File: src/rtl/tsu_queue_reader_if.sv
// TSU queue reader bus: queue read port plus host register window.
// The reader itself connects through the slave modport.
interface tsu_queue_reader_if #(
  parameter int ADDR_W = 2
);
  logic [7:0]        q_rd_stat;
  logic [63:0]       q_rd_data;
  logic              q_rd_en;
  logic              host_rd;
  logic [ADDR_W-1:0] host_addr;
  logic [31:0]       host_rdata;
  logic              ts_irq;

  modport master (
    output q_rd_stat,
    output q_rd_data,
    output host_rd,
    output host_addr,
    input  q_rd_en,
    input  host_rdata,
    input  ts_irq
  );

  modport slave (
    input  q_rd_stat,
    input  q_rd_data,
    input  host_rd,
    input  host_addr,
    output q_rd_en,
    output host_rdata,
    output ts_irq
  );
endinterface

File: src/rtl/tsu_queue_reader.sv
// Pops TSU timestamp entries one at a time into a holding register
// and exposes them to the host as a 4-register 32-bit window.
module tsu_queue_reader #(
  parameter int ADDR_W = 2
) (
  input  logic              q_rd_clk,
  input  logic              q_rst_n,
  tsu_queue_reader_if.slave bus
);

  localparam logic [2:0] S_IDLE  = 3'd0;
  localparam logic [2:0] S_POP   = 3'd1;
  localparam logic [2:0] S_CAPT  = 3'd2;
  localparam logic [2:0] S_FULL  = 3'd3;
  localparam logic [2:0] S_GUARD = 3'd4;

  logic [2:0]        state;
  logic [2:0]        state_nx;
  logic [63:0]       hold;
  logic              valid;
  logic [31:0]       cnt;
  logic [31:0]       rdata;
  logic [ADDR_W-1:0] addr;
  logic [1:0]        reg_sel;
  logic              consume;

  assign addr    = bus.host_addr;
  assign reg_sel = addr[1:0];
  assign consume = bus.host_rd && (reg_sel == 2'd2) && valid;

  assign bus.q_rd_en    = (state == S_POP);
  assign bus.ts_irq     = valid;
  assign bus.host_rdata = rdata;

  // Next-state: one entry in flight, guard cycle after each consume
  always_comb begin
    state_nx = state;
    case (state)
      S_IDLE:  if (bus.q_rd_stat != 8'd0) state_nx = S_POP;
      S_POP:   state_nx = S_CAPT;
      S_CAPT:  state_nx = S_FULL;
      S_FULL:  if (consume) state_nx = S_GUARD;
      S_GUARD: state_nx = S_IDLE;
      default: state_nx = S_IDLE;
    endcase
  end

  // State register
  always_ff @(posedge q_rd_clk or negedge q_rst_n) begin
    if (!q_rst_n) begin
      state <= S_IDLE;
    end else begin
      state <= state_nx;
    end
  end

  // Holding register, valid flag and consume counter
  always_ff @(posedge q_rd_clk or negedge q_rst_n) begin
    if (!q_rst_n) begin
      hold  <= '0;
      valid <= 1'b0;
      cnt   <= '0;
    end else begin
      if (state == S_CAPT) begin
        hold  <= bus.q_rd_data;
        valid <= 1'b1;
      end else if (consume) begin
        valid <= 1'b0;
        cnt   <= cnt + 32'd1;
      end
    end
  end

  // Registered host read data, sampled before this read's side effects
  always_ff @(posedge q_rd_clk or negedge q_rst_n) begin
    if (!q_rst_n) begin
      rdata <= '0;
    end else if (bus.host_rd) begin
      unique case (1'b1)
        (reg_sel == 2'd0): rdata <= {23'b0, valid, bus.q_rd_stat};
        (reg_sel == 2'd1): rdata <= hold[63:32];
        (reg_sel == 2'd2): rdata <= hold[31:0];
        (reg_sel == 2'd3): rdata <= cnt;
        default:           rdata <= '0;
      endcase
    end
  end

endmodule
File: src/flat_wrapper.sv
// flat-port wrapper written by rule: the top's interface ports become plain ports
module tsu_queue_reader_flat 
#(
  parameter int ADDR_W = 2
)
  (q_rd_clk, q_rst_n, bus_q_rd_stat, bus_q_rd_data, bus_host_rd, bus_host_addr, bus_q_rd_en, bus_host_rdata, bus_ts_irq);
  tsu_queue_reader_if #(.ADDR_W(ADDR_W)) bus_i ();
  input  logic q_rd_clk;
  input  logic q_rst_n;
  input wire logic [$bits(bus_i.q_rd_stat)-1:0] bus_q_rd_stat;
  input wire logic [$bits(bus_i.q_rd_data)-1:0] bus_q_rd_data;
  input wire logic [$bits(bus_i.host_rd)-1:0] bus_host_rd;
  input wire logic [$bits(bus_i.host_addr)-1:0] bus_host_addr;
  output wire logic [$bits(bus_i.q_rd_en)-1:0] bus_q_rd_en;
  output wire logic [$bits(bus_i.host_rdata)-1:0] bus_host_rdata;
  output wire logic [$bits(bus_i.ts_irq)-1:0] bus_ts_irq;
  assign bus_i.q_rd_stat = bus_q_rd_stat;
  assign bus_i.q_rd_data = bus_q_rd_data;
  assign bus_i.host_rd = bus_host_rd;
  assign bus_i.host_addr = bus_host_addr;
  assign bus_q_rd_en = bus_i.q_rd_en;
  assign bus_host_rdata = bus_i.host_rdata;
  assign bus_ts_irq = bus_i.ts_irq;
  tsu_queue_reader #(.ADDR_W(ADDR_W)) u_core (.q_rd_clk(q_rd_clk), .q_rst_n(q_rst_n), .bus(bus_i));
endmodule
File: config.mk
export PLATFORM = sky130hd
export DESIGN_NAME = tsu_queue_reader_flat
export DESIGN_NICKNAME = d
export VERILOG_FILES = /design/src/rtl/tsu_queue_reader_if.sv /design/src/rtl/tsu_queue_reader.sv /design/src/flat_wrapper.sv
export SDC_FILE = /design/constraint.sdc
export NUM_CORES = 1
export LEC_CHECK = 0
export BUFFER_PORTS_ARGS = -buffer_cell sky130_fd_sc_hd__buf_2
export CORE_MARGIN = 3
export CORE_UTILIZATION = 55
export CTS_BUF_LIST = sky130_fd_sc_hd__clkbuf_4
export CTS_CLUSTER_DIAMETER = 120
export CTS_CLUSTER_SIZE = 30
export DETAILED_ROUTE_END_ITERATION = 8
export PLACE_DENSITY_LB_ADDON = 0.05
export REMOVE_ABC_BUFFERS = 1
export SETUP_SLACK_MARGIN = 0.4
export SYNTH_ARGS = -nofsm -noshare
export SYNTH_HDL_FRONTEND = slang
export SYNTH_SLANG_ARGS = --single-unit
File: constraint.sdc
create_clock -name q_rd_clk -period 1.8 [get_ports q_rd_clk]
set_input_delay 0.09 -clock q_rd_clk [delete_from_list [all_inputs] [get_ports q_rd_clk]]
set_output_delay 0.09 -clock q_rd_clk [all_outputs]
set_load 0.02 [all_outputs]
==> metrics.txt, run 1 <==
status=completed; starting utilization of the core area=0.5712; number of enable flip-flop cells after synthesis=0; Via-to-Cell Ratio=5.467; data required time at the worst endpoint=2.23 ns; proportion of synthesized area in mux cells=0.2183; vias post-DR=4417; unrepaired setup endpoints after global routing=true; leftover overflow at the end of global routing=0; clock slew seen by the registers of the worst setup and hold paths=0.10 ns; max-cap violation count=0; parity-gate share of the synthesized area counting xor and xnor cells=0.04564; Post-DRT Antenna Nets=0; dominant combinational cell family by area after synthesis=multiplexers; timing-limited maximum frequency=645.5 MHz; total routed wirelength=14.03 mm; Seq cells post-synth=132; most common cell after layout, fill and taps aside=sky130_fd_sc_hd__dfrtp_1; highest net fanout along the worst path=12; total die area=12100 um2; global router's overall resource usage=0.2489; number of nets in the layout=741; core area=10420 um2; final worst path period need=1.549 ns; die boundary width=110.0 um; post-place setup slack=0.1805 ns; H-tree levels=4; share of the core filled with cells=0.7685; CP Data Arrival Time=1.98 ns; Synth Area in Compound Gates=0.05342; worst min path class=in -> async; Synth Area in Adders=0.002103; die height=110.0 um; iteration count of the initial detailed-routing pass=5; average wire per standard cell=17.36 um; commonest non-fill, non-tap cells in the layout=123 x sky130_fd_sc_hd__dfrtp_1, 108 x sky130_fd_sc_hd__buf_2, 94 x sky130_fd_sc_hd__mux2_2; first-pass GRT wire length=22.63 mm; Clock Root Buffer=sky130_fd_sc_hd__clkbuf_4; sequential share of the synthesized area=0.5552; number of core rows=37; layout cell share with drive strength beyond 1=0.4613; Sink Count=132; netlist area before placement=5949 um2; total DRC errors in the routed layout=0; area grow syn2layout=34.55%; cell depth of the worst flop-to-flop path=4; distinct cell type count after synthesis=37; Port-buffer cells=110; setup-violating endpoint count in the final report=0; slew at the pin closest to its max-slew limit=0.6365 ns; hold violation count in the final report=0; count of final max-slew check failures=0; Antenna Diode Count=0; worst vdd ir=0.0005726 V; synth warn=0; largest net degree at the start of global routing=57; total CTS buffers=17; violation count after the first detailed-routing iteration=198; Clock Tree Buf Depth=2; post-synthesis simple-gate area fraction=0.09716; clock insertion delay at the later pin of the skew report=0.54 ns; Lkg Pwr=3.933 nW; via count of the first global-routing pass=4600; worst setup path class=reg -> reg; final setup slack of the worst path=0.2508 ns; CTS tree=yes; total power divided by cell area=650.4 nW/um2; Final Wtd Congestion=0.7470; worst slew slack as a fraction of its limit=0.5757; Post-Syn Area per Cell=13.40 um2; initial antenna violation count=0; final HPWL from detailed placement=8.631 mm; IO Pins=111; Setup crit start kind=flop; dominant synthesized flop cell=sky130_fd_sc_hd__dfrtp_1; share of flip-flops with an asynchronous set or reset=1.000; final period utilization=0.8607; Cells after Synth=444; Post-Route Skew=0.01601 ns; capturing element type of the critical path=flop
[routing by layer]
metal  up-vias  global-route usage  wire, um
met5         -                   0         0
met4         0              0.1024       289
met3        27             0.06407       720
met2       129              0.3969      6923
met1      2190              0.3265      6096
li1       2071                   -         -
[what timing repair did]
item	4_1_cts	5_1_grt
pin swaps	2	9
endpoints found under the setup margin	88	108
hold buffers	71	2
gates resized for setup	18	22
endpoints found under the hold margin	201	2
buffers inserted	16	6
cloned	1	3
[kinds of logic (layout without fill, tap and decap cells)]
logic type      after synthesis  count (layout)
compound gates               50              50
mux                         106             106
fa+ha+maj                     1               1
simple gates                 94              94
buf+inv                      30             258
xor+xnor                     31              31
flops                       132             132
[cells in the mapped netlist (3+ instances only)]
cell / n / area, um2
sky130_fd_sc_hd__buf_2: 8 / 40.04
sky130_fd_sc_hd__clkbuf_1: 8 / 30.03
sky130_fd_sc_hd__xnor2_1: 29 / 254.0
sky130_fd_sc_hd__and3_1: 6 / 37.54
sky130_fd_sc_hd__nor2_1: 30 / 112.6
sky130_fd_sc_hd__mux4_2: 8 / 180.2
sky130_fd_sc_hd__a21oi_1: 23 / 115.1
sky130_fd_sc_hd__mux2_2: 97 / 1092
sky130_fd_sc_hd__a22oi_1: 23 / 172.7
sky130_fd_sc_hd__buf_1: 3 / 11.26
sky130_fd_sc_hd__dfrtp_1: 132 / 3303
sky130_fd_sc_hd__and4_1: 6 / 52.55
sky130_fd_sc_hd__buf_4: 8 / 60.06
sky130_fd_sc_hd__nand3_1: 8 / 40.04
sky130_fd_sc_hd__nand2_1: 9 / 33.78
sky130_fd_sc_hd__and2_1: 3 / 18.77
sky130_fd_sc_hd__nand4_1: 18 / 112.6
[worst paths after layout]
path / end / start / slack, ns
max: u_core.hold[57] / u_core.state[2] / 0.25
min: u_core.bus.host_rdata[7] / q_rst_n / 0.03
max reg2reg: u_core.hold[57] / u_core.state[2] / 0.25
min reg2reg: u_core.cnt[31] / u_core.cnt[31] / 0.48
max in group asynchronous: u_core.state[0] / q_rst_n / 1.03
min in group q_rd_clk: u_core.state[0] / bus_q_rd_stat[1] / 0.03
[registers in the layout, indices dropped and copies added (netlist names)]
name                   cells
u_core.state               3
u_core.bus.ts_irq          1
u_core.cnt                32
u_core.hold               64
u_core.bus.host_rdata     32
[cell type report]
class	instances	area [um2]
tap	136	170.2
clock inverter	10	70.07
multi-input combinational	282	2540
clock buffer	18	135.1
sequential	132	3314
timing repair buffer	229	1772
fill	682	2411
inverter	1	3.754
[power breakdown]
part | total, W | internal [W] | switching, W
registers | 0.00303 | 0.00301 | 0.0000254
logic | 0.000548 | 0.000271 | 0.000277
clock network | 0.00162 | 0.000637 | 0.000987
[critical path, stage by stage, from the launching register on]
cell and delay (ns):
sky130_fd_sc_hd__dfrtp_2 0.46, sky130_fd_sc_hd__nor3b_4 0.29, sky130_fd_sc_hd__buf_12 0.19, sky130_fd_sc_hd__buf_16 0.15, sky130_fd_sc_hd__mux2_2 0.35
[per-stage QoR]
stage          hold slack [ns]  std cells  total power, W  cell area (um2)  TNS [ns]
6_report               0.02591        808        0.005206             8005         0
5_1_grt               0.002095        808        0.005444             8005         0
4_1_cts               0.002786        797        0.005247             7821         0
3_5_place_dp           0.03318        681        0.003514             6703         0
3_3_place_gp           0.03651        681        0.003506             6703         0
2_1_floorplan          -0.2056        415        0.003226             5786   -101.68
Note: power is estimated with default switching activity, not from simulation.
==> run 2: changes to the inputs <==
--- a/config.mk
+++ b/config.mk
@@ -7,7 +7,7 @@
 export LEC_CHECK = 0
 export BUFFER_PORTS_ARGS = -buffer_cell sky130_fd_sc_hd__buf_2
 export CORE_MARGIN = 3
-export CORE_UTILIZATION = 55
+export CORE_UTILIZATION = 40
 export CTS_BUF_LIST = sky130_fd_sc_hd__clkbuf_4
 export CTS_CLUSTER_DIAMETER = 120
 export CTS_CLUSTER_SIZE = 30
==> constraint.sdc (replaced) <==
create_clock -name q_rd_clk -period 2 [get_ports q_rd_clk]
set_input_delay 0.1 -clock q_rd_clk [delete_from_list [all_inputs] [get_ports q_rd_clk]]
set_output_delay 0.1 -clock q_rd_clk [all_outputs]
set_load 0.02 [all_outputs]
==> run 2 against run 1 <==
Compared with the run above: worst hold slack better by 0.015 ns; utilization is 22 points lower; die area is 35% higher; sequential power is 9.9% lower; first-iteration DRC count is 6.6% lower; via count is 4.8% lower; routed wire length hardly changed; critical path type unchanged; highest routed layer unchanged; critical path depth stayed put; global-route usage is 7.1 points lower; largest power group unchanged; clock skew is 0.0039 ns higher; sequential cell count stayed put.
==> metrics.txt, run 2 (synthesis results as in run 1) <==
core area=14200 um2 (was 10420 um2); total routed wirelength=14.02 mm (was 14.03 mm); number of core rows=43 (was 37); status=completed (unchanged); post-route cell area=7807 um2 (was 8005 um2); leftover overflow at the end of global routing=0 (unchanged); max-cap violation count=0 (unchanged); via count of the first global-routing pass=4403 (was 4600); average wire per standard cell=16.84 um (was 17.36 um); worst slew slack as a fraction of its limit=0.5889 (was 0.5757); Met3 Wirelength=523 um (was 720 um); CP Data Arrival Time=2.02 ns (was 1.98 ns); starting utilization of the core area=0.4189 (was 0.5712); total die area=16370 um2 (was 12100 um2); Sink Count=132 (unchanged); vias post-DR=4206 (was 4417); iteration count of the initial detailed-routing pass=4 (was 5); Post-DRT Antenna Nets=0 (unchanged); Clock Tree Buf Depth=2 (unchanged); clock slew seen by the registers of the worst setup and hold paths=0.11 ns (was 0.10 ns); final period utilization=0.8077 (was 0.8607); worst min path class=in -> async (unchanged); CTS tree=yes (unchanged); hold violation count in the final report=0 (unchanged); flop-to-flop setup slack=0.38 ns (was 0.25 ns); largest net degree at the start of global routing=57 (unchanged); number of nets in the layout=720 (was 741); register with the most flip-flops=u_core.hold (unchanged); most common cell after layout, fill and taps aside=sky130_fd_sc_hd__dfrtp_1 (unchanged); timing-limited maximum frequency=619.0 MHz (was 645.5 MHz); Port-buffer cells=110 (unchanged); total CTS buffers=17 (unchanged); data required time at the worst endpoint=2.40 ns (was 2.23 ns); cell depth of the worst flop-to-flop path=4 (unchanged); Power Total=0.004639 W (was 0.005206 W); uppermost layer routed=met4 (unchanged); Setup crit start kind=flop (unchanged); first-pass GRT wire length=22.92 mm (was 22.63 mm); setup-violating endpoint count in the final report=0 (unchanged); die height=128.0 um (was 110.0 um); worst setup path class=reg -> reg (unchanged); Clock Root Buffer=sky130_fd_sc_hd__clkbuf_4 (unchanged); IO Pins=111 (unchanged); commonest non-fill, non-tap cells in the layout=124 x sky130_fd_sc_hd__dfrtp_1, 108 x sky130_fd_sc_hd__buf_2, 97 x sky130_fd_sc_hd__mux2_2 (was 123 x sky130_fd_sc_hd__dfrtp_1, 108 x sky130_fd_sc_hd__buf_2, 94 x sky130_fd_sc_hd__mux2_2); die boundary width=128.0 um (was 110.0 um); violation count after the first detailed-routing iteration=185 (was 198); startpoint of the most critical register-to-register path=u_core.state[2] (unchanged); count of final max-slew check failures=0 (unchanged); total power divided by cell area=594.1 nW/um2 (was 650.4 nW/um2); Via-to-Cell Ratio=5.049 (was 5.467); reg-to-reg endpoint=u_core.hold[8] (was u_core.hold[57]); Final Wtd Congestion=0.7309 (was 0.7470); layout cell share with drive strength beyond 1=0.4395 (was 0.4613); initial antenna violation count=0 (unchanged); capturing element type of the critical path=flop (unchanged); final HPWL from detailed placement=8.798 mm (was 8.631 mm); unrepaired setup endpoints after global routing=true (unchanged); total length of routed met2 wires=6.691 mm (was 6.923 mm); worst vdd ir=0.0004264 V (was 0.0005726 V); total routed wire length on the met1 layer=6.673 mm (was 6.096 mm); slew at the pin closest to its max-slew limit=0.6167 ns (was 0.6365 ns); Antenna Diode Count=0 (unchanged); H-tree levels=4 (unchanged); final worst path period need=1.615 ns (was 1.549 ns); area post-placement=6713 um2 (was 6703 um2); total DRC errors in the routed layout=0 (unchanged); Lkg Pwr=3.805 nW (was 3.933 nW); global router's overall resource usage=0.1780 (was 0.2489); Post-Route Skew=0.01994 ns (was 0.01601 ns); flip-flop count of the largest register after layout=64 (unchanged); clock insertion delay at the later pin of the skew report=0.52 ns (was 0.54 ns); area grow syn2layout=31.23% (was 34.55%); highest net fanout along the worst path=26 (was 12)
run 2: worst max-delay path by stage:
stage | start | to | slack (ns) | depth (start not counted)
after floorplan | u_core.state[2] | u_core.cnt[1] | -1.07 | 3
final | u_core.state[2] | u_core.hold[8] | 0.38 | 4
after global placement | bus_host_addr[0] | u_core.bus.host_rdata[4] | 0.36 | 3
after detailed placement | u_core.state[1] | u_core.cnt[25] | 0.32 | 6
after CTS | u_core.state[0] | u_core.cnt[1] | 0.37 | 4
after global routing | u_core.state[1] | u_core.cnt[15] | 0.30 | 7
run 2: metrics by stage:
stage | cells | utilization | setup TNS [ns] | hold slack, ns | worst slack, ns
finish | 833 | 0.5497 | 0 | 0.04133 | 0.3846
global route | 833 | 0.5497 | 0 | 0.0005946 | 0.2958
CTS | 822 | 0.5390 | 0 | 0.006719 | 0.3652
detailed placement | 719 | 0.4726 | 0 | 0.03271 | 0.3234
global placement | 719 | 0.4726 | 0 | 0.02769 | 0.3610
floorplan | 415 | - | -82.28 | -0.1956 | -1.072
run 2: final cells by class:
class	instances	area, um2
clock inverters	9	41.29
inverters	1	3.754
repair buffers	208	1558
fillers	1263	6396
clock buffers	21	157.7
flip-flops and latches	132	3313
multi-input cells	282	2509
well taps	180	225.2
run 2: worst max-delay path, cell delays in order (launching register included):
cell,delay (ns)
sky130_fd_sc_hd__dfrtp_2,0.46
sky130_fd_sc_hd__nor3b_4,0.22
sky130_fd_sc_hd__buf_6,0.15
sky130_fd_sc_hd__buf_6,0.29
sky130_fd_sc_hd__mux2_2,0.37
run 2: metal layers:
layer  global-route usage  vias to the layer above
met2               0.2779                       75
li1                     -                     2018
met1               0.2493                     2103
met3              0.04625                       10
met5                    0                        -
met4              0.04494                        0
run 2: power by group:
| part | switching [W] | internal, W |
|---|---|---|
| logic | 0.000243 | 0.000236 |
| clock network | 0.000926 | 0.000506 |
| registers | 0.0000198 | 0.00271 |
| total | 0.00119 | 0.00345 |
run 2: what timing repair did:
item / CTS / global route
pin swaps: 2 / 9
endpoints found under the setup margin: 30 / 74
setup buffers: 0 / 8
endpoints found under the hold margin: 202 / 0
gates resized for setup: 8 / 17
hold buffers: 71 / 0
gates cloned: 2 / 3
